<file path="config.mk">
export PLATFORM = sky130hd
export DESIGN_NAME = scrambler_ctrl
export DESIGN_NICKNAME = d
export VERILOG_FILES = /design/src/rtl/scrambler_pkg.sv /design/src/rtl/scrambler_lfsr_step8.sv /design/src/rtl/scrambler_ctrl.sv
export SDC_FILE = /design/constraint.sdc
export NUM_CORES = 1
export LEC_CHECK = 0
export BUFFER_PORTS_ARGS = -buffer_cell sky130_fd_sc_hd__buf_2
export CORE_MARGIN = 10
export CORE_UTILIZATION = 55
export CTS_CLUSTER_SIZE = 30
export DETAILED_ROUTE_END_ITERATION = 10
export PLACE_DENSITY = 0.75
export SLEW_MARGIN = 20
export SYNTH_ARGS = -nofsm -noshare
export SYNTH_HDL_FRONTEND = slang
export SYNTH_SLANG_ARGS = --single-unit
</file>
<file path="constraint.sdc">
create_clock -name i_CLK -period 3.1 [get_ports i_CLK]
set_input_delay 0.155 -clock i_CLK [delete_from_list [all_inputs] [get_ports i_CLK]]
set_output_delay 0.155 -clock i_CLK [all_outputs]
set_load 0.005 [all_outputs]
</file>
<file path="src/rtl/scrambler_pkg.sv">
// Shared types and constants for the frame-aware byte scrambler.
package scrambler_pkg;

  // Frame position: header bytes pass through, payload bytes are scrambled.
  typedef enum logic {
    ST_HDR = 1'b0,
    ST_PLD = 1'b1
  } state_e;

  localparam int lp_STATE_W = 16;

  localparam logic [lp_STATE_W-1:0] lp_DEF_POLYNOMIAL = 16'h801C;
  localparam logic [lp_STATE_W-1:0] lp_DEF_RESET_SEED = 16'hFFFF;

endpackage

</file>
<file path="src/rtl/scrambler_lfsr_step8.sv">
// Combinational 8-step LFSR unroll: one keystream byte per call.
// Kept standalone so the matching descrambler can share it.
module lfsr_step8
  import scrambler_pkg::*;
(
  input  logic [lp_STATE_W-1:0] state,
  input  logic [lp_STATE_W-1:0] poly,
  output logic [7:0]            key,
  output logic [lp_STATE_W-1:0] state_next
);

  // st[k] is the state before step k; st[8] is the state after a full byte.
  logic [8:0][lp_STATE_W-1:0] st;

  assign st[0] = state;

  generate
    for (genvar gi = 0; gi < 8; gi++) begin : g_step
      logic fb;
      // Feedback bit doubles as key bit gi; step 0 drives the key LSB.
      assign fb         = ^(st[gi] & poly);
      assign key[gi]    = fb;
      assign st[gi + 1] = {fb, st[gi][lp_STATE_W-1:1]};
    end
  endgenerate

  assign state_next = st[8];

endmodule

</file>
<file path="src/rtl/scrambler_ctrl.sv">
// Frame-aware byte scrambler: header passthrough, payload XOR with an LFSR
// keystream that only advances on accepted payload bytes, reseeded per frame.
module scrambler_ctrl
  import scrambler_pkg::*;
#(
  parameter int                    p_HEADER_BYTES = 2,
  parameter logic [lp_STATE_W-1:0] p_POLYNOMIAL   = lp_DEF_POLYNOMIAL,
  parameter logic [lp_STATE_W-1:0] p_RESET_SEED   = lp_DEF_RESET_SEED
) (
  input  logic                  i_CLK,
  input  logic                  i_RESET,
  input  logic                  i_S_VALID,
  output logic                  o_S_READY,
  input  logic [7:0]            i_S_DATA,
  input  logic                  i_S_LAST,
  output logic                  o_M_VALID,
  input  logic                  i_M_READY,
  output logic [7:0]            o_M_DATA,
  output logic                  o_M_LAST,
  input  logic [lp_STATE_W-1:0] i_SEED,
  input  logic                  i_SEED_LOAD,
  input  logic                  i_BYPASS,
  output logic                  o_SEED_ERR,
  output logic [15:0]           o_FRAME_CNT
);

  // With no header the frame starts directly in payload.
  localparam state_e     lp_START    = (p_HEADER_BYTES == 0) ? ST_PLD : ST_HDR;
  localparam logic [7:0] lp_HDR_LAST = (p_HEADER_BYTES == 0) ? 8'd0 : 8'(p_HEADER_BYTES - 1);

  state_e                state_reg, state_next;
  logic [7:0]            hdr_cnt_reg, hdr_cnt_next;
  logic [lp_STATE_W-1:0] lfsr_reg;
  logic [lp_STATE_W-1:0] seed_reg;
  logic                  first_reg;
  logic                  bypass_reg;
  logic                  m_valid_reg;
  logic [7:0]            m_data_reg;
  logic                  m_last_reg;
  logic                  seed_err_reg;
  logic [15:0]           frame_cnt_reg;

  logic                  accept;
  logic                  seed_ok;
  logic [lp_STATE_W-1:0] seed_eff;
  logic                  bypass_eff;
  logic                  scramble_en;
  logic [7:0]            key;
  logic [lp_STATE_W-1:0] lfsr_next;

  lfsr_step8 u_lfsr_step8 (
    .state      (lfsr_reg),
    .poly       (p_POLYNOMIAL),
    .key        (key),
    .state_next (lfsr_next)
  );

  // The output stage can take a new byte when empty or draining this cycle.
  assign o_S_READY = ~m_valid_reg | i_M_READY;
  assign accept    = i_S_VALID & o_S_READY;

  // A good load arriving with LAST must already seed the next frame.
  assign seed_ok  = i_SEED_LOAD & (i_SEED != '0);
  assign seed_eff = seed_ok ? i_SEED : seed_reg;

  // Bypass is sampled live on the first byte, then held for the frame.
  assign bypass_eff  = first_reg ? i_BYPASS : bypass_reg;
  assign scramble_en = (state_reg == ST_PLD) & ~bypass_eff;

  // Next-state: header counting, move to payload, restart on LAST.
  always_comb begin
    state_next   = state_reg;
    hdr_cnt_next = hdr_cnt_reg;
    if (accept) begin
      if (i_S_LAST) begin
        state_next   = lp_START;
        hdr_cnt_next = 8'd0;
      end else if (state_reg == ST_HDR) begin
        hdr_cnt_next = hdr_cnt_reg + 8'd1;
        if (hdr_cnt_reg == lp_HDR_LAST) begin
          state_next = ST_PLD;
        end
      end
    end
  end

  // FSM state register.
  always_ff @(posedge i_CLK) begin
    if (i_RESET) begin
      state_reg   <= lp_START;
      hdr_cnt_reg <= 8'd0;
    end else begin
      state_reg   <= state_next;
      hdr_cnt_reg <= hdr_cnt_next;
    end
  end

  // Keystream state, seed register and per-frame bypass latch.
  always_ff @(posedge i_CLK) begin
    if (i_RESET) begin
      lfsr_reg   <= p_RESET_SEED;
      seed_reg   <= p_RESET_SEED;
      first_reg  <= 1'b1;
      bypass_reg <= 1'b0;
    end else begin
      if (seed_ok) begin
        seed_reg <= i_SEED;
      end
      if (accept) begin
        if (i_S_LAST) begin
          lfsr_reg  <= seed_eff;
          first_reg <= 1'b1;
        end else begin
          first_reg  <= 1'b0;
          bypass_reg <= bypass_eff;
          if (scramble_en) begin
            lfsr_reg <= lfsr_next;
          end
        end
      end
    end
  end

  // Single output register stage; holds while downstream stalls.
  always_ff @(posedge i_CLK) begin
    if (i_RESET) begin
      m_valid_reg <= 1'b0;
      m_data_reg  <= 8'd0;
      m_last_reg  <= 1'b0;
    end else if (accept) begin
      m_valid_reg <= 1'b1;
      m_data_reg  <= scramble_en ? (i_S_DATA ^ key) : i_S_DATA;
      m_last_reg  <= i_S_LAST;
    end else if (i_M_READY) begin
      m_valid_reg <= 1'b0;
    end
  end

  // Status: sticky zero-seed error and completed-frame counter.
  always_ff @(posedge i_CLK) begin
    if (i_RESET) begin
      seed_err_reg  <= 1'b0;
      frame_cnt_reg <= 16'd0;
    end else begin
      if (i_SEED_LOAD && (i_SEED == '0)) begin
        seed_err_reg <= 1'b1;
      end
      if (accept && i_S_LAST) begin
        frame_cnt_reg <= frame_cnt_reg + 16'd1;
      end
    end
  end

  assign o_M_VALID   = m_valid_reg;
  assign o_M_DATA    = m_data_reg;
  assign o_M_LAST    = m_last_reg;
  assign o_SEED_ERR  = seed_err_reg;
  assign o_FRAME_CNT = frame_cnt_reg;

endmodule

</file>
==> key figures <==
Run
  • Total of max-cap violations: 0

Power
  • Overall power: around 2.1 mW
  • Worst vdd ir: 0.383 mV
  • Reg power frac: 0.438
  • P_sw: 0.539 mW
  • Sw Share: 0.255
  • Clock Power Share: 0.416
  • Comb power frac: 0.147
  • Cell internal pwr: 1.57 mW
  • Pleak: 1.47 nW
  • PD cells: 581 nW/um^2

Cells and area
  • Share of cells above drive strength 1: 0.214
  • Area grow syn2layout: 18.2%
  • Max reg flops: 16
  • Core Util, Final: 0.664
  • Most frequent cells in the layout: dfxtp_1 (66), buf_2 (58), nor2_1 (45)
  • Commonest non-fill, non-tap cell in the layout: dfxtp_1
  • Antenna diode count: 0
  • Post-Layout Cell Count: approximately 460
  • # nets final: roughly 420

Clocking
  • CTS Sinks: 66
  • Clock Tree Buf Depth: 2
  • # hold bufs at CTS: 0
  • CTS root buf: clkbuf_8
  • Latest clock arrival within the worst-skew pair: 0.34 ns
  • Reg clk slew, reported paths: around 0.070 ns
  • Post CTS Setup Buffer Count: 0
  • Clock tree from TritonCTS: done
  • Post_cts resized: 0
  • Htree depth: 3
  • CTS Buf Count: 9

Setup path
  • CP max stage cell: and2_1
  • CP Launch Type: flip-flop
  • Critical Path AT: roughly 2.5 ns
  • Crit path capture type: flip-flop
  • Delay-heaviest family, CP: simple AND/OR/NAND/NOR gates
  • Critical path's largest stage delay: approximately 0.6 ns
  • Critical Path RT: around 3.3 ns
  • Cell-by-cell trace of the critical path: nand2b_1, and2_1, o21ai_1, buf_4, or2_2, o32a_2
  • CP Max Fanout: 20
  • CP bufs+invs: 1
  • Crit Path Class: reg -> reg

Synthesis
  • Largest cells by area after synthesis: dfxtp_1 (43%), xnor2_1 (8.3%), nor2_1 (5.5%)
  • Largest area contributor in the netlist: dfxtp_1
  • Synth Cell Area: ~3100 sq um
  • Seq cells post-synth: between 60 and 70
  • Number of synthesized flops with an enable pin: 0
  • Xor/xnor share of the synthesized area: 0.126
  • Post-synth ARST share: 0
  • Dominant synthesized flop cell: dfxtp_1
  • Sequential share of the synthesized area: 0.430
  • Post-synthesis compound-gate area fraction: 0.135
  • Synth top area share: 0.430
  • Post-Synth Adder-Cell Area: 0.0122
  • Synthesized instance count: approximately 340
  • Largest family of logic cells by synthesized area: simple AND/OR/NAND/NOR gates
  • Syn Area/Cell: roughly 9.1 sq um
  • Warnings, synthesis: 0
  • Library cells used by synthesis: 44
  • Mux cell area share after synthesis: 0.0428
  • Post-Syn Nets: 371
  • Simple-gate portion of the synthesized area: 0.222

STA
  • Final setup skew: ~0.0048 ns
  • Setup TNS: 0 ns
  • Final Critical Period: 2.28 ns
  • Setup Viol. Count Final: 0
  • Worst Slack Setup Final: between 0.8 and 0.9 ns
  • Slew HR: 0.336
  • Max-slew violations: 0
  • Worst-Margin Slew: around 1 ns
  • Peak Freq: 438 MHz
  • Hold Vio Cnt, Final: 0
  • Crit share post-route: 0.737
  • RSZ-0062 raised after global routing: no

Placement
  • Placed cells: 448
  • Gpl congestion: ~0.80
  • Post-DP HPWL: around 5 mm
  • Pre-CTS setup slack: a little over 0.7 ns
  • Port Buffer Count: between 50 and 60

GRT
  • Overflow after GRT: 0
  • First-pass GRT wire length: ~11 mm
  • Largest net degree at the start of global routing: between 50 and 60
  • Vias in the first global route: around 2,500
  • Initial antenna violation count: 0
  • Total GRT Usage: 0.159

Route
  • Drt first-iter violations: ~120
  • DRT Pass-1 Iters: 4
  • DR WL/cell: around 15 um
  • Drt total wl: around 7.1 mm
  • Detail Route Antenna Nets: 0
  • Drt drc: 0
  • Vias/cell: about 5.6
  • Via count of the routed design: ~2,600

Floorplanning
  • Height of the die: between 90 and 100 um
  • Die Wd: roughly 95 um
  • Total core area: between 5000 and 6000 sq um
  • Row count: 27
  • Starting density of the core: 0.561
  • Total I/O pin count: 59
  • Die Area: ~9000 sq um

Hold path
  • Worst hold path class: in -> reg

Outcome
  • Outcome: complete, no violations
synth_stat cells (2+ instances only):
| master | count |
|---|---|
| o21ai_0 | 9 |
| a211o_1 | 9 |
| nor2_1 | 45 |
| nor3b_1 | 2 |
| ha_1 | 3 |
| a221o_1 | 2 |
| inv_1 | 6 |
| or3_1 | 8 |
| and3_1 | 2 |
| or2_2 | 2 |
| a211oi_1 | 8 |
| a21oi_1 | 11 |
| nor4_1 | 13 |
| nor4b_1 | 2 |
| xnor3_2 | 2 |
| a21o_1 | 2 |
| nand3_1 | 7 |
| clkbuf_1 | 19 |
| nor2b_1 | 7 |
| and2_1 | 2 |
| a311oi_1 | 6 |
| dfxtp_1 | 66 |
| nand2b_1 | 14 |
| mux2i_1 | 12 |
| nor3_1 | 10 |
| and4_1 | 2 |
| nand2_1 | 16 |
| xnor2_1 | 29 |
| nand4_1 | 3 |
| xor2_1 | 4 |
final timing paths:
path | slack (ns) | cells past startpoint | to | from
hold / removal | 0.08 | 3 | o_SEED_ERR | i_SEED_LOAD
setup / recovery | 0.82 | 6 | lfsr_reg[15] | o_M_VALID
hold reg to reg | 0.47 | 2 | o_M_LAST | o_M_LAST
setup reg to reg | 0.82 | 6 | lfsr_reg[15] | o_M_VALID
metrics by stage:
step | hold slack, ns | cell area (sq um)
4_1_cts | 0.0738 | 3630
3_3_place_gp | 0.414 | 3390
2_1_floorplan | 0.284 | 3070
6_report | 0.0797 | 3630
5_1_grt | 0.102 | 3630
3_5_place_dp | 0.426 | 3390
cells by family after synthesis:
kind of cell	Yosys count
buffers and inverters	26
AOI/OAI and AO/OA	57
muxes	13
xor gates and xnor gates	37
DFF	66
and+or+nand+nor	135
adders and majority gates	3
metal layers:
layer	part of all wire	vias to the layer above	wire, um	track usage
li1	-	1299	-	-
met1	0.50	1190	3530	0.217
met5	0	-	0	0
met2	0.41	75	2880	0.221
met3	0.072	14	512	0.0500
met4	0.022	0	155	0.0798
tightest hold or removal path: cells and delay by family:
family                 cells  cell delay (ns)
buffers and inverters      1             0.10
and+or+nand+nor            1             0.07
AOI/OAI and AO/OA          1             0.06
power by group through the flow:
stage | sequential (mW) | combinational [mW] | clock (mW)
CTS | 0.922 | 0.310 | 0.891
global placement | 0.940 | 0.301 | 0
global route | 0.928 | 0.340 | 0.932
floorplan | 0.934 | 0.226 | 0
detailed placement | 0.941 | 0.307 | 0
finish | 0.923 | 0.309 | 0.876
cell type report:
| class | count | area (sq um) |
|---|---|---|
| inverters | 6 | 22.5 |
| clock buffers | 9 | 124 |
| well taps | 72 | 90.1 |
| multi-input cells | 245 | 1660 |
| fillers | 494 | 1840 |
| clock inverters | 7 | 116 |
| repair buffers | 59 | 298 |
| flip-flops and latches | 66 | 1320 |
Note: power is estimated with default switching activity, not from simulation.
